## src/rtl/mac_seq_ctrl.sv

```systemverilog
// Command sequencer driving an 8-bit signed MAC with a 2-cycle feedback loop.
// Optional result clipping to SAT_W bits is built when MAC_SEQ_SAT_EN is defined.
`timescale 1ns/1ps

module mac_seq_ctrl #(
    parameter int LEN_W = 8,
    parameter int SAT_W = 16
) (
    input  logic             clk,
    input  logic             reset,
    input  logic             cmd_valid,
    output logic             cmd_ready,
    input  logic             cmd_mode,
    input  logic [LEN_W-1:0] cmd_len,
    input  logic [7:0]       cmd_bias,
    input  logic [7:0]       cmd_x,
    input  logic             op_valid,
    output logic             op_ready,
    input  logic [7:0]       op_a,
    input  logic [7:0]       op_b,
    output logic             res_valid,
    input  logic             res_ready,
    output logic [24:0]      res_data,
    output logic             res_sat,
    output logic [7:0]       mac_in_1,
    output logic [7:0]       mac_in_2,
    output logic [7:0]       mac_in_add,
    output logic             mac_mul_input_mux,
    output logic             mac_adder_input_mux,
    input  logic [24:0]      mac_output
);

    typedef enum logic [2:0] {
        S_IDLE,
        S_ISSUE,
        S_BUBBLE,
        S_HOLD,
        S_DRAIN,
        S_RESULT
    } state_t;

`ifdef MAC_SEQ_SAT_EN
    localparam bit SAT_EN = 1'b1;
`else
    localparam bit SAT_EN = 1'b0;
`endif

    localparam logic signed [24:0] SAT_MAX = (25'sd1 <<< (SAT_W - 1)) - 25'sd1;
    localparam logic signed [24:0] SAT_MIN = -(25'sd1 <<< (SAT_W - 1));

    state_t             state_q, state_d;
    logic               mode_q, mode_d;
    logic [LEN_W-1:0]   len_q, len_d;
    logic [7:0]         bias_q, bias_d;
    logic [7:0]         x_q, x_d;
    logic [LEN_W-1:0]   cnt_q, cnt_d;
    logic               first_q, first_d;
    logic [24:0]        res_data_q, res_data_d;
    logic               res_sat_q, res_sat_d;

    assign cmd_ready = (state_q == S_IDLE);
    assign op_ready  = (state_q == S_ISSUE);
    assign res_valid = (state_q == S_RESULT);
    assign res_data  = res_data_q;
    assign res_sat   = res_sat_q;

    always_comb begin
        // NOTE: every signal gets a default before the case so no path leaves it unassigned (no latches).
        state_d             = state_q;
        mode_d              = mode_q;
        len_d               = len_q;
        bias_d              = bias_q;
        x_d                 = x_q;
        cnt_d               = cnt_q;
        first_d             = first_q;
        res_data_d          = res_data_q;
        res_sat_d           = res_sat_q;
        mac_in_1            = '0;
        mac_in_2            = '0;
        mac_in_add          = '0;
        mac_mul_input_mux   = 1'b0;
        mac_adder_input_mux = 1'b0;

        unique case (state_q)
            S_IDLE: begin
                if (cmd_valid) begin
                    mode_d  = cmd_mode;
                    len_d   = cmd_len;
                    bias_d  = cmd_bias;
                    x_d     = cmd_x;
                    cnt_d   = '0;
                    first_d = 1'b1;
                    if (cmd_len == '0) begin
                        res_data_d = cmd_mode ? 25'd0 : {{17{cmd_bias[7]}}, cmd_bias};
                        res_sat_d  = 1'b0;
                        state_d    = S_RESULT;
                    end else begin
                        state_d = S_ISSUE;
                    end
                end
            end

            S_ISSUE: begin
                if (op_valid) begin
                    if (!mode_q) begin
                        mac_in_1 = op_a;
                        mac_in_2 = op_b;
                        if (first_q) mac_in_add = bias_q;
                        else         mac_adder_input_mux = 1'b1;
                    end else begin
                        mac_in_add = op_a;
                        if (!first_q) begin
                            mac_mul_input_mux = 1'b1;
                            mac_in_2          = x_q;
                        end
                    end
                    cnt_d   = cnt_q + 1'b1;
                    first_d = 1'b0;
                    state_d = S_BUBBLE;
                end else begin
                    // Zero product plus fed-back sum recirculates the accumulator unchanged.
                    mac_adder_input_mux = 1'b1;
                    state_d             = S_HOLD;
                end
            end

            S_HOLD: begin
                mac_adder_input_mux = 1'b1;
                state_d             = S_ISSUE;
            end

            S_BUBBLE: begin
                state_d = (cnt_q == len_q) ? S_DRAIN : S_ISSUE;
            end

            S_DRAIN: begin
                res_data_d = mac_output;
                res_sat_d  = 1'b0;
                if (SAT_EN && ($signed(mac_output) > SAT_MAX)) begin
                    res_data_d = SAT_MAX;
                    res_sat_d  = 1'b1;
                end else if (SAT_EN && ($signed(mac_output) < SAT_MIN)) begin
                    res_data_d = SAT_MIN;
                    res_sat_d  = 1'b1;
                end
                state_d = S_RESULT;
            end

            S_RESULT: begin
                if (res_ready) state_d = S_IDLE;
            end

            default: state_d = S_IDLE;
        endcase
    end

    // NOTE: sequential state uses non-blocking assignments so all flops update together at the edge.
    always_ff @(posedge clk or posedge reset) begin
        if (reset) begin
            state_q    <= S_IDLE;
            mode_q     <= 1'b0;
            len_q      <= '0;
            bias_q     <= '0;
            x_q        <= '0;
            cnt_q      <= '0;
            first_q    <= 1'b0;
            res_data_q <= '0;
            res_sat_q  <= 1'b0;
        end else begin
            state_q    <= state_d;
            mode_q     <= mode_d;
            len_q      <= len_d;
            bias_q     <= bias_d;
            x_q        <= x_d;
            cnt_q      <= cnt_d;
            first_q    <= first_d;
            res_data_q <= res_data_d;
            res_sat_q  <= res_sat_d;
        end
    end

endmodule

```

## config.mk

```make
export PLATFORM = sky130hd
export DESIGN_NAME = mac_seq_ctrl
export DESIGN_NICKNAME = d
export VERILOG_FILES = /design/src/rtl/mac_seq_ctrl.sv
export SDC_FILE = /design/constraint.sdc
export NUM_CORES = 1
export LEC_CHECK = 0
export ABC_AREA = 1
export CELL_PAD_IN_SITES_DETAIL_PLACEMENT = 0
export CELL_PAD_IN_SITES_GLOBAL_PLACEMENT = 2
export CORE_UTILIZATION = 26
export DETAILED_ROUTE_END_ITERATION = 16
export GPL_TIMING_DRIVEN = 0
export PLACE_DENSITY = 0.85
export RECOVER_POWER = 25
export SLEW_MARGIN = 15
export SYNTH_ARGS = -nofsm -noshare
export SYNTH_HDL_FRONTEND = slang
export SYNTH_SLANG_ARGS = --single-unit
```

## constraint.sdc

```tcl
create_clock -name clk -period 4.5 [get_ports clk]
set_input_delay 0.45 -clock clk [delete_from_list [all_inputs] [get_ports clk]]
set_output_delay 0.45 -clock clk [all_outputs]
set_load 0.005 [all_outputs]
```

Word-level counts from Yosys, hierarchy flattened
Cells that the tools add are included.
- register bits after elaboration: 63
- input bits: 71
- output and inout bits: 55
- logic and storage cells: 65
- add/subtract/negate cells: 1
- equal/unequal tests: 10
- muxes and demuxes: 37
- reduce and logical (&&, ||, !) cells: 8
- operators with widths (operator ; number):
    $mux 8 ; 13
    $mux 25 ; 3
    $pmux 25 s2 ; 1
    $pmux 3 s6 ; 1
    $pmux 8 s2 ; 1
    $mux 3 ; 4
    $mux 1 ; 11
    $add 8x1->8 const B ; 1
    $eq 8x8->1 ; 1
    $logic_not 8->1 ; 1
    $eq 3x2->1 const B ; 2
    $eq 3x3->1 const B ; 2
    $pmux 1 s2 ; 3
    $reduce_and 3->1 ; 2
    $ne 2x1->1 const B ; 2
    $ne 2x2->1 const B ; 2
    $reduce_and 2->1 ; 2
    $reduce_bool 2->1 ; 2
    $eq 3x1->1 const B ; 1
    $logic_not 3->1 ; 1

Longest topological paths before layout
- word-level depth: 4
- mapped depth: 10

Worst setup path after synthesis
Ideal clock, no wire load.
- path kind: register to output
- start point: reg state_q[2]
- end point: out mac_in_add[0]
- arrival: 1.247 ns
- required time: 4.050 ns
- slack: 2.803 ns
- stages on the path, launching flop included: 6
- buffers on the path: 2
- cells stage by stage: dfrtp_1 buf_6 nor3_4 nand2_4 buf_6 o32ai_1
- longest elaborated chain between the ends: 2
- RTL lines (item ; line ; text):
    start, declared ; 51 ; state_t state_q, state_d;
    start signal, assigned ; 170 ; state_q <= state_d;
    $eq 3x1->1 ; 84 ; unique case (state_q)
    $mux 8 ; 84 ;
    end, declared ; 27 ; output logic [7:0] mac_in_add,
No other way between the ends.

Worst setup path in the final report
- start point: reg mode_q
- end point: out mac_adder_input_mux
- longest elaborated chain between the ends: 3
- RTL lines (item ; line ; text):
    start, declared ; 52 ; logic mode_q, mode_d;
    start signal, assigned ; 171 ; mode_q <= mode_d;
    $mux 1 ; 105 ; if (!mode_q) begin
    $mux 1 ; 104 ; if (op_valid) begin
    $pmux 1 s2 ; 84 ;
    end, declared ; 29 ; output logic mac_adder_input_mux,
No other way between the ends.

==> impl_metrics.yaml <==
yosys:
  synth.avg_cell_area_um2: 7.48
  postSynth.asyncResetShare_pct: 100
  synthTopCellsByArea: "dfrtp_1 45%, nand2_1 14%, nand3_1 8.4%"
  ys_seq_area_share_pct: 44.9
  syn_inst: 462
  ys_ff_latch: 62
  synth_warnings: 0
  ys_dominant_reg_cell: "dfrtp_1"
  synth.distinct_cells: 34
  yosys.area.top_type_share_pct: 44.9
  synth_area_um2: 3460
  yosysMostFrequentCell: "nand2_1"
  synth_edf_count: 0
  synth.largest_area_cell: "dfrtp_1"
  synth_commonest_cells: "130 x nand2_1, 62 x dfrtp_1, 58 x nand3_1, 56 x inv_1, 38 x nor2_1"
  syn_nets: 534
finish:
  instances_no_fill: 774
  syn2layout_area_growth_pct: 51.7
  drive_gt1_share_pct: 8.47
  n_antenna_cell: 0
  design_area_um2: 5240
  postLayoutCoreUtil_pct: 41.0
  nets: 670
timing:
  final_max_slew_viol_count: 0
  holdWs_ns: 0.488
  finalCriticalPeriod_ns: 2.86
  hold_viol_final: 0
  clock_skew_ns: 0.00456
  setup_viol: 0
  maxSlewHeadroom_pct: 46.7
  rsz0062_at_grt: "false"
  post-route-worst-setup-slack_ns: 1.64
  fmaxAchievable_mhz: 349
  finalCritPeriodShare_pct: 63.6
  max_slew.worst_pin.slew_ns: 0.796
  setup-tns-final_ns: 0
cts:
  htreeDepth: 3
  clk_pin_slew_ns: 0.05
  clock_sinks: 62
  cts_hold_buf: 0
  cts_tree: "built"
  clk_latency_ns: 0.32
  cts-root-buf: "clkbuf_16"
  cts_setup_buffers: 0
  clockBufferDepth: 2
  post_cts_resized: 0
  cts_buffers: 9
setup_path:
  reg2reg_depth: 7
  crit_end: "mac_adder_input_mux"
  critPathCaptureType: "output port"
  path_class: "reg -> out"
  timing.rr.start: "state_q[1]"
  start_kind: "flop"
  cp.required_ns: 4.05
  cp_max_fo: 10
  cp-startpoint: "mode_q"
  ff2ff_setup_slack_ns: 2.95
  critical_path_arrival_ns: 2.41
  reg2reg_to: "res_data[1]"
global_route:
  antenna_found_initial: 0
  grt_usage_pct: 16.3
  first_global_vias: 3506
  grt_max_degree: 48
  grt_pass1_wl_mm: 17.2
  grt.overflow.total: 0
die:
  fp.dieH_um: 117
  initial_utilization_pct: 27.1
  rows: 41
  dieArea_um2: 13800
  io_pins: 126
  die_x_um: 117
  core-area_um2: 12800
placement:
  io_buffers: 124
  dp.cells: 759
  dp_slack_ns: 1.88
  place.gp.congestion: 0.740
  hpwlAfterDp_mm: 8.29
  placed_cell_area_um2: 4940
route:
  routed_wirelength_mm: 10.9
  dr_total_vias: 3459
  first_pass_iters: 5
  routedWlPerCell_um: 14.0
  drc: 0
  vias_per_cell: 4.47
  drt_iter0_markers: 134
  drtAntennaViolNets: 0
pwr:
  seq_power_share_pct: 33.1
  p_sw_share_pct: 34.5
  power_leakage_nw: 2.52
  p_comb_share_pct: 41.1
  total_power_mw: 2.71
  p_sw_mw: 0.934
  vdd_drop_max_mv: 0.194
  p_int_mw: 1.77
  pwr-share-clk_pct: 25.9
  powerDensity_nw_per_um2: 516
job:
  drv_cap: 0
worst_hold_path:
  min_path_type: "reg -> reg"
status:
  outcome: "finished clean"
-- flip-flops by register name (all words and copies together) (netlist names) --
register,flops
cnt_q,8
len_q,8
x_q,8
state_q,3
bias_q,8
mode_q,1
res_data,25
first_q,1
-- cell type report --
| cell class | instances | area [um2] |
|---|---|---|
| buffer | 23 | 151 |
| clock buffer | 12 | 256 |
| clock inverter | 3 | 43.8 |
| fill | 1334 | 7530 |
| inverter | 59 | 223 |
| multi-input combinational | 318 | 1530 |
| sequential | 62 | 1550 |
| tap | 172 | 215 |
| timing repair buffer | 125 | 1270 |
-- power by group through the flow --
| stage | registers (mW) | logic [mW] | clock network (mW) |
|---|---|---|---|
| final | 0.895 | 1.11 | 0.699 |
| after global routing | 0.919 | 1.24 | 0.747 |
| after CTS | 0.898 | 1.13 | 0.718 |
| after detailed placement | 0.902 | 1.12 | 0 |
| after global placement | 0.897 | 1.10 | 0 |
| after floorplan | 0.881 | 0.595 | 0 |
-- cells by family (layout without fill, tap and decap cells) --
kind of cell	Yosys count	after routing	share of synthesized area (%)
buffers and inverters	82	222	10.8
AND/OR/NAND/NOR	251	251	32.7
multiplexers	2	2	0.652
flip-flops	62	62	44.9
XOR/XNOR	4	4	1.01
other	1	1	0.109
AO/OA/AOI/OAI	59	59	9.52
adder cells (fa/ha/maj)	1	1	0.362
-- how the worst min path moves through the flow --
stage / startpoint / to / slack (ns) / cells after the start
2_1_floorplan: mode_q / mode_q / 0.45 / 2
3_3_place_gp: mode_q / mode_q / 0.47 / 2
3_5_place_dp: mode_q / mode_q / 0.48 / 2
4_1_cts: reset / bias_q[1] / 0.41 / 2
5_1_grt: res_data[16] / res_data[16] / 0.53 / 2
6_report: mode_q / mode_q / 0.49 / 2
-- routing by layer --
metal  track usage, %  vias to the layer above  wire length, um
li1                 -                     1750                -
met2             28.2                       88             5230
met5                0                        -                0
met3             5.77                        5              764
met1             19.5                     1616             4820
met4             3.54                        0               51
-- worst max-delay path, cell delays in order (launching register included) --
cell and delay, ns:
dfrtp_1 0.37, inv_1 0.15, buf_1 0.40, nand2_1 0.16, a311oi_1 0.42, clkdlybuf4s50_1 0.60
-- cell usage in the layout, fill, tap and decap left out, types with 2 or more instances in the layout --
master           Yosys  layout
clkdlybuf4s50_1      0     123
nand3_1             58      58
a21oi_1             25      25
nand2_1            130     130
nor2_2               2       2
o21ai_1              3       3
nor2_1              38      38
mux2_2               2       2
o32ai_1              7       7
buf_4                7       7
inv_1               56      55
nor3_1               6       6
dfrtp_1             62      62
inv_2                2       2
xnor2_1              3       3
nand2_4              5       5
nand2_2              2       2
buf_6                4       4
nand4_1              5       5
clkbuf_16            0       9
o21ai_0             21      21
clkbuf_8             0       2
buf_2                7       7
clkbuf_1             4       5
No activity file was read; power rests on OpenSTA's default activity.
